**src/rtl/cpu_pkg.sv**
```systemverilog
// Shared load-path types: access size, load FSM states, and the reserved PC register index.
// Latency: n/a (types and a pure function only).
// Backpressure: n/a.
package cpu_pkg;

    typedef enum logic [1:0] {
        LS_BYTE = 2'b00,
        LS_HALF = 2'b01,
        LS_WORD = 2'b10,
        LS_RSVD = 2'b11
    } load_size_t;

    typedef enum logic [1:0] {
        ST_IDLE = 2'b00,
        ST_REQ  = 2'b01,
        ST_WAIT = 2'b10,
        ST_WB   = 2'b11
    } load_state_t;

    localparam logic [3:0] PC_REG = 4'd15;

    // A load is refused when misaligned for its size, of reserved size, or targeting the PC.
    function automatic logic load_reject(input logic [1:0] addr_lo, input load_size_t size,
                                         input logic [3:0] rd);
        logic bad;
        bad = (rd == PC_REG);
        case (size)
            LS_HALF: bad = bad | addr_lo[0];
            LS_WORD: bad = bad | (addr_lo != 2'b00);
            LS_RSVD: bad = 1'b1;
            default: bad = bad;
        endcase
        return bad;
    endfunction

endpackage

```
**src/rtl/load_align.sv**
```systemverilog
// Selects the byte/halfword/word lane of a little-endian memory word and sign/zero extends it.
// Latency: purely combinational.
// Backpressure: none; output follows inputs.
module load_align
    import cpu_pkg::*;
(
    input  logic [31:0] rdata,
    input  logic [1:0]  addr_lo,
    input  load_size_t  size,
    input  logic        is_signed,
    output logic [31:0] result
);

    logic [7:0]  byte_lane;
    logic [15:0] half_lane;

    always_comb begin
        byte_lane = rdata[{addr_lo, 3'b000} +: 8];
        half_lane = addr_lo[1] ? rdata[31:16] : rdata[15:0];
        result    = 32'd0;
        case (size)
            LS_BYTE: result = {{24{is_signed & byte_lane[7]}}, byte_lane};
            LS_HALF: result = {{16{is_signed & half_lane[15]}}, half_lane};
            LS_WORD: result = rdata;
            default: result = 32'd0;
        endcase
    end

endmodule

```
**src/rtl/load_unit.sv**
```systemverilog
// Executes one LDR at a time: memory read, lane extract/extend, register-file write-back.
// Latency: 3 cycles best case, plus REQ stall cycles and WAIT cycles.
// Backpressure: req_ready only in IDLE; mem_rd_en holds with stable address until mem_rd_ready.
module load_unit
    import cpu_pkg::*;
(
    input  logic        clk,
    input  logic        rst_n,
    input  logic        req_valid,
    output logic        req_ready,
    input  logic [31:0] req_addr,
    input  logic [3:0]  req_rd,
    input  logic [1:0]  req_size,
    input  logic        req_signed,
    output logic        mem_rd_en,
    output logic [31:0] mem_addr,
    input  logic        mem_rd_ready,
    input  logic        mem_rdata_valid,
    input  logic [31:0] mem_rdata,
    output logic [31:0] w_data_ldr,
    output logic [3:0]  w_addr_ldr,
    output logic        w_en_ldr,
    output logic        busy,
    output logic [3:0]  pending_rd,
    output logic        err
);

    load_state_t state, state_nxt;
    logic [31:0] addr_q;
    logic [3:0]  rd_q;
    load_size_t  size_q;
    logic        sgn_q;
    logic [31:0] data_q;
    logic        err_q;
    logic        accept;
    logic        reject;
    logic        capture;
    logic [31:0] aligned;

    load_align u_align (
        .rdata     (mem_rdata),
        .addr_lo   (addr_q[1:0]),
        .size      (size_q),
        .is_signed (sgn_q),
        .result    (aligned)
    );

    assign accept = req_valid & (state == ST_IDLE);
    assign reject = load_reject(req_addr[1:0], load_size_t'(req_size), req_rd);
    // Data is only taken at the REQ handshake or while in WAIT; anything else is stale.
    assign capture = mem_rdata_valid & (((state == ST_REQ) & mem_rd_ready) | (state == ST_WAIT));

    always_comb begin
        state_nxt = state;
        case (state)
            ST_IDLE: if (accept && !reject) state_nxt = ST_REQ;
            ST_REQ:  if (mem_rd_ready) state_nxt = mem_rdata_valid ? ST_WB : ST_WAIT;
            ST_WAIT: if (mem_rdata_valid) state_nxt = ST_WB;
            ST_WB:   state_nxt = ST_IDLE;
            default: state_nxt = ST_IDLE;
        endcase
    end

    always_ff @(posedge clk or negedge rst_n) begin
        if (!rst_n) begin
            state  <= ST_IDLE;
            addr_q <= 32'd0;
            rd_q   <= 4'd0;
            size_q <= LS_BYTE;
            sgn_q  <= 1'b0;
            data_q <= 32'd0;
            err_q  <= 1'b0;
        end else begin
            state <= state_nxt;
            err_q <= accept & reject;
            if (accept) begin
                addr_q <= req_addr;
                rd_q   <= req_rd;
                size_q <= load_size_t'(req_size);
                sgn_q  <= req_signed;
            end
            if (capture) data_q <= aligned;
        end
    end

    // Every output is a state decode or a register, gated to zero outside its active state.
    assign req_ready  = (state == ST_IDLE);
    assign mem_rd_en  = (state == ST_REQ);
    assign mem_addr   = mem_rd_en ? {addr_q[31:2], 2'b00} : 32'd0;
    assign w_en_ldr   = (state == ST_WB);
    assign w_addr_ldr = w_en_ldr ? rd_q : 4'd0;
    assign w_data_ldr = w_en_ldr ? data_q : 32'd0;
    assign busy       = (state != ST_IDLE);
    assign pending_rd = busy ? rd_q : 4'd0;
    assign err        = err_q;

endmodule
```
**config.mk**
```make
export PLATFORM = sky130hd
export DESIGN_NAME = load_unit
export DESIGN_NICKNAME = d
export VERILOG_FILES = /design/src/rtl/cpu_pkg.sv /design/src/rtl/load_align.sv /design/src/rtl/load_unit.sv
export SDC_FILE = /design/constraint.sdc
export NUM_CORES = 1
export LEC_CHECK = 0
export CAP_MARGIN = 0
export CORE_MARGIN = 2
export CORE_UTILIZATION = 40
export DETAILED_ROUTE_END_ITERATION = 6
export PLACE_DENSITY = 0.83
export SLEW_MARGIN = 5
export SYNTH_ARGS = -nofsm -noshare
export SYNTH_HDL_FRONTEND = slang
export SYNTH_SLANG_ARGS = --single-unit
```
**constraint.sdc**
```tcl
create_clock -name clk -period 2.1 [get_ports clk]
set_clock_uncertainty 0.05 [all_clocks]
set_input_delay 0.42 -clock clk [delete_from_list [all_inputs] [get_ports clk]]
set_output_delay 0.42 -clock clk [all_outputs]
set_load 0.05 [all_outputs]
```
==> results of run 1 <==
-- kinds of logic (layout without fill, tap and decap cells) --
family                     count (synthesis)  in the layout  share of synthesized area
AOI/OAI and AO/OA                         47             47                    0.07964
adders and majority gates                  8              8                    0.02479
buffers and inverters                     40            201                    0.04617
DFF                                       74             74                     0.4586
muxes                                     54             54                     0.1695
other                                      1              2                  0.0009288
and+or+nand+nor                          152            152                     0.2203
-- layout make-up --
| cell class | count | area, sq um | area share |
|---|---|---|---|
| Clock buffer | 12 | 165.2 | 0.02409 |
| Clock inverter | 4 | 72.57 | 0.01059 |
| Timing Repair Buffer | 175 | 2479 | 0.3616 |
| Tap cell | 133 | 166.4 | 0.02427 |
| Sequential cell | 74 | 1853 | 0.2703 |
| Multi-Input combinational cell | 263 | 2082 | 0.3037 |
| Inverter | 10 | 37.54 | 0.005475 |
-- worst register-to-register path, delay by kind of cell, from the launching register on --
family	cells	cell delay (ps)
and+or+nand+nor	3	540
DFF	1	450
buffers and inverters	2	350
AOI/OAI and AO/OA	2	340
adders and majority gates	1	180
-- flip-flops by register name (all words and copies together) (netlist names) --
name	flops
addr_q	32
data_q	32
rd_q	4
size_q	2
state	2
err	1
sgn_q	1
-- what timing repair did --
action	in CTS	in global routing
endpoints found under the hold margin	5	0
hold buffers	1	0
setup buffers	0	3
setup endpoints to repair	40	68
cloned	0	0
resized for setup	8	19
-- power groups by stage --
| stage | clock network, uW | logic, uW | registers, uW |
|---|---|---|---|
| 2_1_floorplan | 0 | 4180 | 2410 |
| 3_3_place_gp | 0 | 7180 | 2510 |
| 3_5_place_dp | 0 | 7370 | 2580 |
| 4_1_cts | 1330 | 7480 | 2550 |
| 5_1_grt | 1400 | 8050 | 2660 |
| 6_report | 1310 | 7630 | 2570 |
-- through the flow --
step | TNS [ps] | std cells | cell area, sq um | hold WS [ps]
floorplan | -2267 | 377 | 4054 | 74.41
global placement | -838.3 | 651 | 6496 | 363.5
detailed placement | -2311 | 651 | 6496 | 372.5
CTS | 0 | 668 | 6775 | 429.8
global route | -11.29 | 671 | 6855 | 451.6
finish | 0 | 671 | 6855 | 426.9
-- cell usage in the layout (no fill, tap or decap), types with 5 or more instances in the layout --
cell type and n:
buf_12 77, clkdlybuf4s50_1 75, dfrtp_1 73, and2_1 58, mux2_2 44, nand2_1 37
buf_4 20, o21ai_0 19, nand4_1 17, clkbuf_8 12, nand3_2 10, and2_4 9
a221oi_1 9, a22oi_1 8, inv_1 7, mux4_2 7, nand3_1 6, ha_1 5
-- layer usage --
| layer | global-route usage | share of wire | vias up |
|---|---|---|---|
| met5 | 0 | 0 | - |
| met4 | 0.07143 | 0.019 | 0 |
| met3 | 0.09712 | 0.10 | 19 |
| met2 | 0.4038 | 0.50 | 164 |
| met1 | 0.2735 | 0.38 | 1692 |
| li1 | - | - | 1622 |
-- worst paths after layout --
kind	startpoint	to	slack (ps)	cells after the start
setup / recovery	req_size[0]	state[0]	60	8
hold / removal	data_q[5]	data_q[5]	430	2
setup reg to reg	state[0]	data_q[29]	110	8
hold reg to reg	data_q[5]	data_q[5]	430	2
max in group asynchronous	rst_n	state[0]	870	3
min in group asynchronous	rst_n	addr_q[14]	520	2
==> impl_metrics.toml, run 1 <==
[power_and_ir_drop]
power_uw = 11500
clkPwrFrac = 0.114
vdd_drop_max_uv = 1466
p_sw_frac = 0.4283
power_switching_uw = 4926
power_report.internal_total_uw = 6575
power_density_mw_per_mm2 = 1678
p_seq_frac = 0.223
comb_power_share = 0.663
leakage_uw = 0.003016

[logic_synthesis]
ys_async_sr_fraction = 1.000
yosysMostFrequentCell = "dfrtp_1"
netlist_instances = 376
synth_top_area_share = 0.4586
synth_flop_cell = "dfrtp_1"
syn_area_per_cell_sq_um = 10.74
synth_area_sq_mm = 0.004038
ys_seq_elements = 74
synth_area_leaders = "dfrtp_1 46%, mux2_2 12%, and2_1 10%, mux4_2 3.9%, nand2_1 3.4%"
synth_edf_count = 0
yosys-top-cells-count = "74 x dfrtp_1, 67 x and2_1, 44 x mux2_2, 37 x nand2_1, 19 x o21ai_0"
synthDistinctLibCells = 37
yosys_warnings = 0
ys_seq_area_frac = 0.4586
yosysTopAreaCell = "dfrtp_1"

[floorplanning]
start_util = 0.4131
die-area_sq_mm = 0.01091
fp.dieH_um = 104.5
coreArea_sq_mm = 0.009774
rows = 36
io_pins = 153
dieWidth_um = 104.5

[route]
via_per_inst = 5.212
drc = 0
ant_nets = 0
first_pass_iters = 4
drtIter0Drc = 116
vias = 3497
wl_um = 12260
wire_per_inst_um = 18.27

[setup_path]
worst-path-max-fanout = 3
crit_chain = "clkdlybuf4s50_1, inv_1, ha_1, a211oi_1, o211ai_1, a31oi_2, o21ai_0, a22oi_1"
critPathMaxStageDelay_ps = 490
cp_top_family = "compound AO/OA/AOI/OAI gates"
cp-end-kind = "flop"
path_buf_inv = 2
arrival_ps = 2240
cp.required_ps = 2300
crit_type = "input pin to flop"
slowest_stage = "clkdlybuf4s50_1"
start_kind = "input pin"

[placed_design]
dp_slack_ps = -334.0
port_buffers = 150
hpwlAfterDp_um = 9387
place.gp.congestion = 0.8423

[timing]
fin_ws_ps = 60.45
finalSetupViolCount = 0
worstMarginPinSlew_ps = 547.4
finalHoldViolations = 0
fin_crit_ps = 2040
drv_slew = 0
max_slew_margin = 0.6343
period_share = 0.9712
fmax_mhz = 490.3

[outcome]
outcome = "completed"

[clock_network]
clk_latency_ps = 340
cts_tree = "done"
numCtsBuffers = 9
cts_sinks = 74
cts.path.max_buffers = 2
clk_pin_slew_ps = 80
cts_root_buf = "clkbuf_8"
ctsHtreeMaxLevel = 3

[finish]
nets = 617
antennaDiodeCount = 0
area_delta_synth_final_pct = 69.79
final_util = 0.7014
drive_gt1_frac = 0.3699
n_fill_cell = 690

[hold_path]
hp-class = "flop to flop"

[grt]
grt_start_max_net_pins = 40
grt_pass1_wl_um = 20490
overflow = 0
grt_pass1_vias = 3937
grtUsageTotal = 0.2375
antenna_found_initial = 0

[flow_run]
maxCapViolCount = 0
Power figures use the tool's default switching activity.
==> inputs of run 2 (changes only) <==
- clock period: 2.1 -> 1.65 ns (I/O delays scaled with it)
==> impl_metrics.toml, run 2 (synthesis results as in run 1) <==
[outcome]
outcome = "finished with violations"
failed_checks = "negative setup slack"

[clock_network]
ctsHtreeMaxLevel = 3
cts_tree = "done"
cts_sinks = 74
cts_root_buf = "clkbuf_8"
numCtsBuffers = 9
clk_pin_slew_ps = 90
cts.path.max_buffers = 2
clk_latency_ps = 360

[route]
wire_per_inst_um = 24.24
wl_um = 17520
drtIter0Drc = 227
drc = 0
first_pass_iters = 4
vias = 4081
via_per_inst = 5.645
ant_nets = 0

[hold_path]
hp-class = "input pin to flop"

[timing]
finalSetupViolCount = 145
worstMarginPinSlew_ps = 573.2
fin_ws_ps = -373.5
fmax_mhz = 494.2
drv_slew = 0
rsz0062_at_grt = "yes"
fin_crit_ps = 2024
max_slew_margin = 0.6161
period_share = 1.226
finalHoldViolations = 0

[floorplanning]
coreArea_sq_mm = 0.009774
fp.dieH_um = 104.5
die-area_sq_mm = 0.01091
rows = 36
io_pins = 153
dieWidth_um = 104.5
start_util = 0.4131

[finish]
antennaDiodeCount = 0
final_common_cell = "buf_12"
nets = 669
drive_gt1_frac = 0.5864
area_delta_synth_final_pct = 99.63
final_cell_mix = "86 x buf_12, 72 x dfrtp_1, 72 x clkdlybuf4s50_1"
n_fill_cell = 478
reg_top3 = "addr_q: 32 flops, data_q: 32 flops, rd_q: 4 flops"

[grt]
grt_start_max_net_pins = 75
antenna_found_initial = 0
grtUsageTotal = 0.2884
grt_pass1_vias = 4351
overflow = 0
grt_pass1_wl_um = 24430

[placed_design]
hpwlAfterDp_um = 9479
dp_slack_ps = -653.7
place.gp.congestion = 0.8774
port_buffers = 150

[power_and_ir_drop]
p_seq_frac = 0.190
clkPwrFrac = 0.105
p_sw_frac = 0.4221
comb_power_share = 0.705
vdd_drop_max_uv = 1890
leakage_uw = 0.003741
power_uw = 18200
power_density_mw_per_mm2 = 2258
power_report.internal_total_uw = 10520
power_switching_uw = 7681

[flow_run]
maxCapViolCount = 0

[setup_path]
start_kind = "flop"
slowest_stage = "dfrtp_1"
cp_top_family = "buffers and inverters"
arrival_ps = 1640
cp.required_ps = 1270
critPathMaxStageDelay_ps = 430
cp-end-kind = "output pin"
crit_chain = "inv_2, buf_6, ha_4, buf_12, nor2b_4, buf_12"
worst_path_most_repeated_cell = "buf_12"
crit_type = "flop to output pin"
worst-path-max-fanout = 6
path_buf_inv = 4
-- run 2: changes by cell type in the layout (fill, tap and decap cells not counted), moves of 15 or more --
cell     before  now
o21ai_1       0   15
mux2_4        0   38
buf_6         1   18
and2_1       58    0
and2_4        9   67
mux2_2       44    7
buf_4        20   38
o21ai_0      19    2
-- run 2: layer usage --
layer | track usage | wire length [um]
met1 | 0.3226 | 6435
met2 | 0.4958 | 8845
met4 | 0.1293 | 694
met3 | 0.09774 | 1547
met5 | 0 | 0
-- run 2: stage by stage --
step / utilization / std cells / hold WS, ps / cell area [sq um] / setup TNS (ps)
floorplan: - / 377 / -15.59 / 4189 / -31760
global placement: 0.6988 / 673 / 328.0 / 6830 / -10960
detailed placement: 0.6988 / 673 / 326.8 / 6830 / -14330
CTS: 0.7928 / 714 / 421.6 / 7749 / -29660
global route: 0.8246 / 723 / 421.7 / 8060 / -45130
finish: 0.8246 / 723 / 428.9 / 8060 / -40850
-- run 2: worst paths after layout --
check | startpoint | endpoint | slack, ps | cells after the start
worst min register to register | data_q[7] | data_q[7] | 440 | 1
worst max-delay path | state[0] | pending_rd[2] | -370 | 6
worst max register to register | state[0] | data_q[19] | -350 | 8
worst min-delay path | req_size[1] | size_q[1] | 430 | 3
min in group asynchronous | rst_n | data_q[29] | 470 | 3
max in group asynchronous | rst_n | size_q[1] | 710 | 3
-- run 2: cell type report --
| type | instances | area [sq um] | share of cell area |
|---|---|---|---|
| Clock buffer | 9 | 123.9 | 0.01537 |
| Clock inverter | 7 | 141.4 | 0.01754 |
| Inverter | 10 | 40.04 | 0.004967 |
| Multi-Input combinational cell | 263 | 2589 | 0.3212 |
| Sequential cell | 74 | 1854 | 0.2301 |
| Tap cell | 133 | 166.4 | 0.02065 |
| Timing Repair Buffer | 227 | 3146 | 0.3903 |
-- run 2: repair_timing --
item,4_1_cts,5_1_grt
pin swaps,15,9
cloned,7,2
setup endpoints to repair,145,148
buffers inserted,17,12
resized for setup,101,79
hold buffers,1,0
endpoints found under the hold margin,74,0
-- run 2: power by group through the flow --
stage / clock network, uW / registers (uW) / logic [uW]
after detailed placement: 0 / 3300 / 10000
after global placement: 0 / 3200 / 9790
after CTS: 1890 / 3310 / 11600
final: 1910 / 3460 / 12800
after floorplan: 0 / 3100 / 5770
after global routing: 2010 / 3540 / 13300
-- run 2: tightest hold or removal path, delay by kind of cell --
kind                   cells  cell delay (ps)
buffers and inverters      2              410
AOI/OAI and AO/OA          1               70
==> inputs of run 3 (changes only) <==
- CORE_ASPECT_RATIO: unset -> 0.75
==> impl_metrics.toml, run 3 (synthesis results as in run 1) <==
[timing]
finalHoldViolations = 0
drv_slew = 0
max_slew_margin = 0.6496
fmax_mhz = 462.5
fin_ws_ps = -512.3
hold_ws_ps = 451.2
fin_crit_ps = 2162
worstMarginPinSlew_ps = 525.6
rsz0062_at_grt = "yes"
fin_setup_tns_ps = -54730
finalSetupViolCount = 148
period_share = 1.310

[route]
drc = 0
via_per_inst = 6.204
ant_nets = 0
first_pass_iters = 5
vias = 4479
wire_per_inst_um = 29.02
drtIter0Drc = 519
wl_um = 20950

[outcome]
failed_checks = "negative setup slack"
outcome = "finished with violations"

[clock_network]
cts_tree = "done"
numCtsBuffers = 9
clk_latency_ps = 350
cts.path.max_buffers = 2
cts_root_buf = "clkbuf_16"
clk_pin_slew_ps = 70
cts_sinks = 74
ctsHtreeMaxLevel = 3

[grt]
overflow = 0
met3_usage = 0.08103
grt_pass1_wl_um = 26010
grtUsageMet2 = 0.5298
grt_start_max_net_pins = 40
top_usage_layer = "met2"
antenna_found_initial = 0
grt_pass1_vias = 4472
grtUsageMet1 = 0.3626
grtUsageTotal = 0.3104

[setup_path]
cp-startpoint = "state[1]"
slowest_stage = "dfrtp_1"
r2r_end = "data_q[19]"
worst-path-max-fanout = 6
critPathMaxStageDelay_ps = 460
worstSetupEndpoint = "data_q[19]"
rr_startpoint = "state[1]"
crit_chain = "inv_2, ha_4, a21o_1, nand2_4, a21o_4, or3b_4, clkbuf_16, nand3_2"
cp_top_family = "simple AND/OR/NAND/NOR gates"
start_kind = "flop"
cp.depth = 8
cp-end-kind = "flop"
cp.required_ps = 1880
r2r_cells = 8
arrival_ps = 2390
crit_type = "flop to flop"
path_buf_inv = 2
reg2reg_setup_slack_ps = -510

[finish]
reg_top3 = "addr_q: 32 flops, data_q: 32 flops, rd_q: 4 flops"
register_area_sq_mm = 0.001856
drive_gt1_frac = 0.6034
antennaDiodeCount = 0
final_cell_mix = "82 x buf_12, 72 x clkdlybuf4s50_1, 71 x dfrtp_1"
area_delta_synth_final_pct = 103.8
n_fill_cell = 381
final_util = 0.8454
final_area_sq_mm = 0.008230
multiInputGateArea_sq_mm = 0.002718
instances_no_fill = 722
nets = 670
final_common_cell = "buf_12"

[placed_design]
hpwlAfterDp_um = 9495
port_buffers = 150
place_area_sq_mm = 0.006832
post-place-cells = 674
place.gp.congestion = 0.8077

[floorplanning]
io_pins = 153
coreArea_sq_mm = 0.009736
die-area_sq_mm = 0.01092
rows = 31
start_util = 0.4147
fp.dieH_um = 91.01
dieWidth_um = 120.0

[hold_path]
hp-class = "input pin to async pin"

[flow_run]
maxCapViolCount = 0

[power_and_ir_drop]
power_density_mw_per_mm2 = 2327
power_report.internal_total_uw = 10780
clkPwrFrac = 0.111
power_switching_uw = 8373
p_sw_frac = 0.4372
comb_power_share = 0.704
p_seq_frac = 0.185
vdd_drop_max_uv = 1388
leakage_uw = 0.003796
==> run 3: changes by cell type in the layout (fill, tap and decap cells not counted), sizes merged <==
cell,delta
clkinv,-1
clkbuf,+5
clkinvlp,+1
buf,-3
bufinv,-2
==> run 3: metal layers <==
layer  vias to the layer above  wire length, um
met3                       150             2066
li1                       1736                -
met2                       412             9957
met1                      2181             7408
met4                         0             1516
met5                         -                0
==> run 3: power groups by stage <==
stage / Combinational (uW) / Clock (uW) / Sequential, uW
3_5_place_dp: 10100 / 0 / 3300
5_1_grt: 13800 / 2190 / 3590
6_report: 13500 / 2130 / 3540
4_1_cts: 11500 / 2080 / 3350
2_1_floorplan: 5770 / 0 / 3100
3_3_place_gp: 9750 / 0 / 3210
==> run 3: cell type report <==
| class | count | area share |
|---|---|---|
| Clock inverter | 5 | 0.009729 |
| Inverter | 10 | 0.004865 |
| Timing Repair Buffer | 228 | 0.3819 |
| Sequential cell | 74 | 0.2254 |
| Tap cell | 132 | 0.02007 |
| Multi-Input combinational cell | 263 | 0.3302 |
| Clock buffer | 10 | 0.02782 |
==> run 3: worst min path at each step <==
stage	endpoint	slack [ps]	cells past startpoint
floorplan	addr_q[0]	-20	0
global placement	addr_q[29]	260	1
detailed placement	addr_q[29]	260	1
CTS	size_q[0]	400	3
global route	size_q[0]	480	3
finish	addr_q[29]	450	2
==> run 3: per-stage QoR <==
stage          power [uW]  setup slack [ps]
2_1_floorplan        8871            -411.1
3_3_place_gp        12960            -483.6
3_5_place_dp        13350            -659.6
4_1_cts             16880            -262.1
5_1_grt             19580            -481.2
6_report            19150            -512.3
==> run 3: timing repair <==
action	4_1_cts	5_1_grt
hold buffers	1	0
cloned	4	6
buffers inserted	15	14
endpoints found under the hold margin	31	0
gates resized for setup	118	87
pin swaps	12	6
endpoints found under the setup margin	145	148
==> run 3: worst register-to-register path: stages, from the launching register on <==
cell and delay, ps:
dfrtp_1 460, inv_2 190, ha_4 220, a21o_1 200, nand2_4 70, a21o_4 190
or3b_4 450, clkbuf_16 200, nand3_2 70
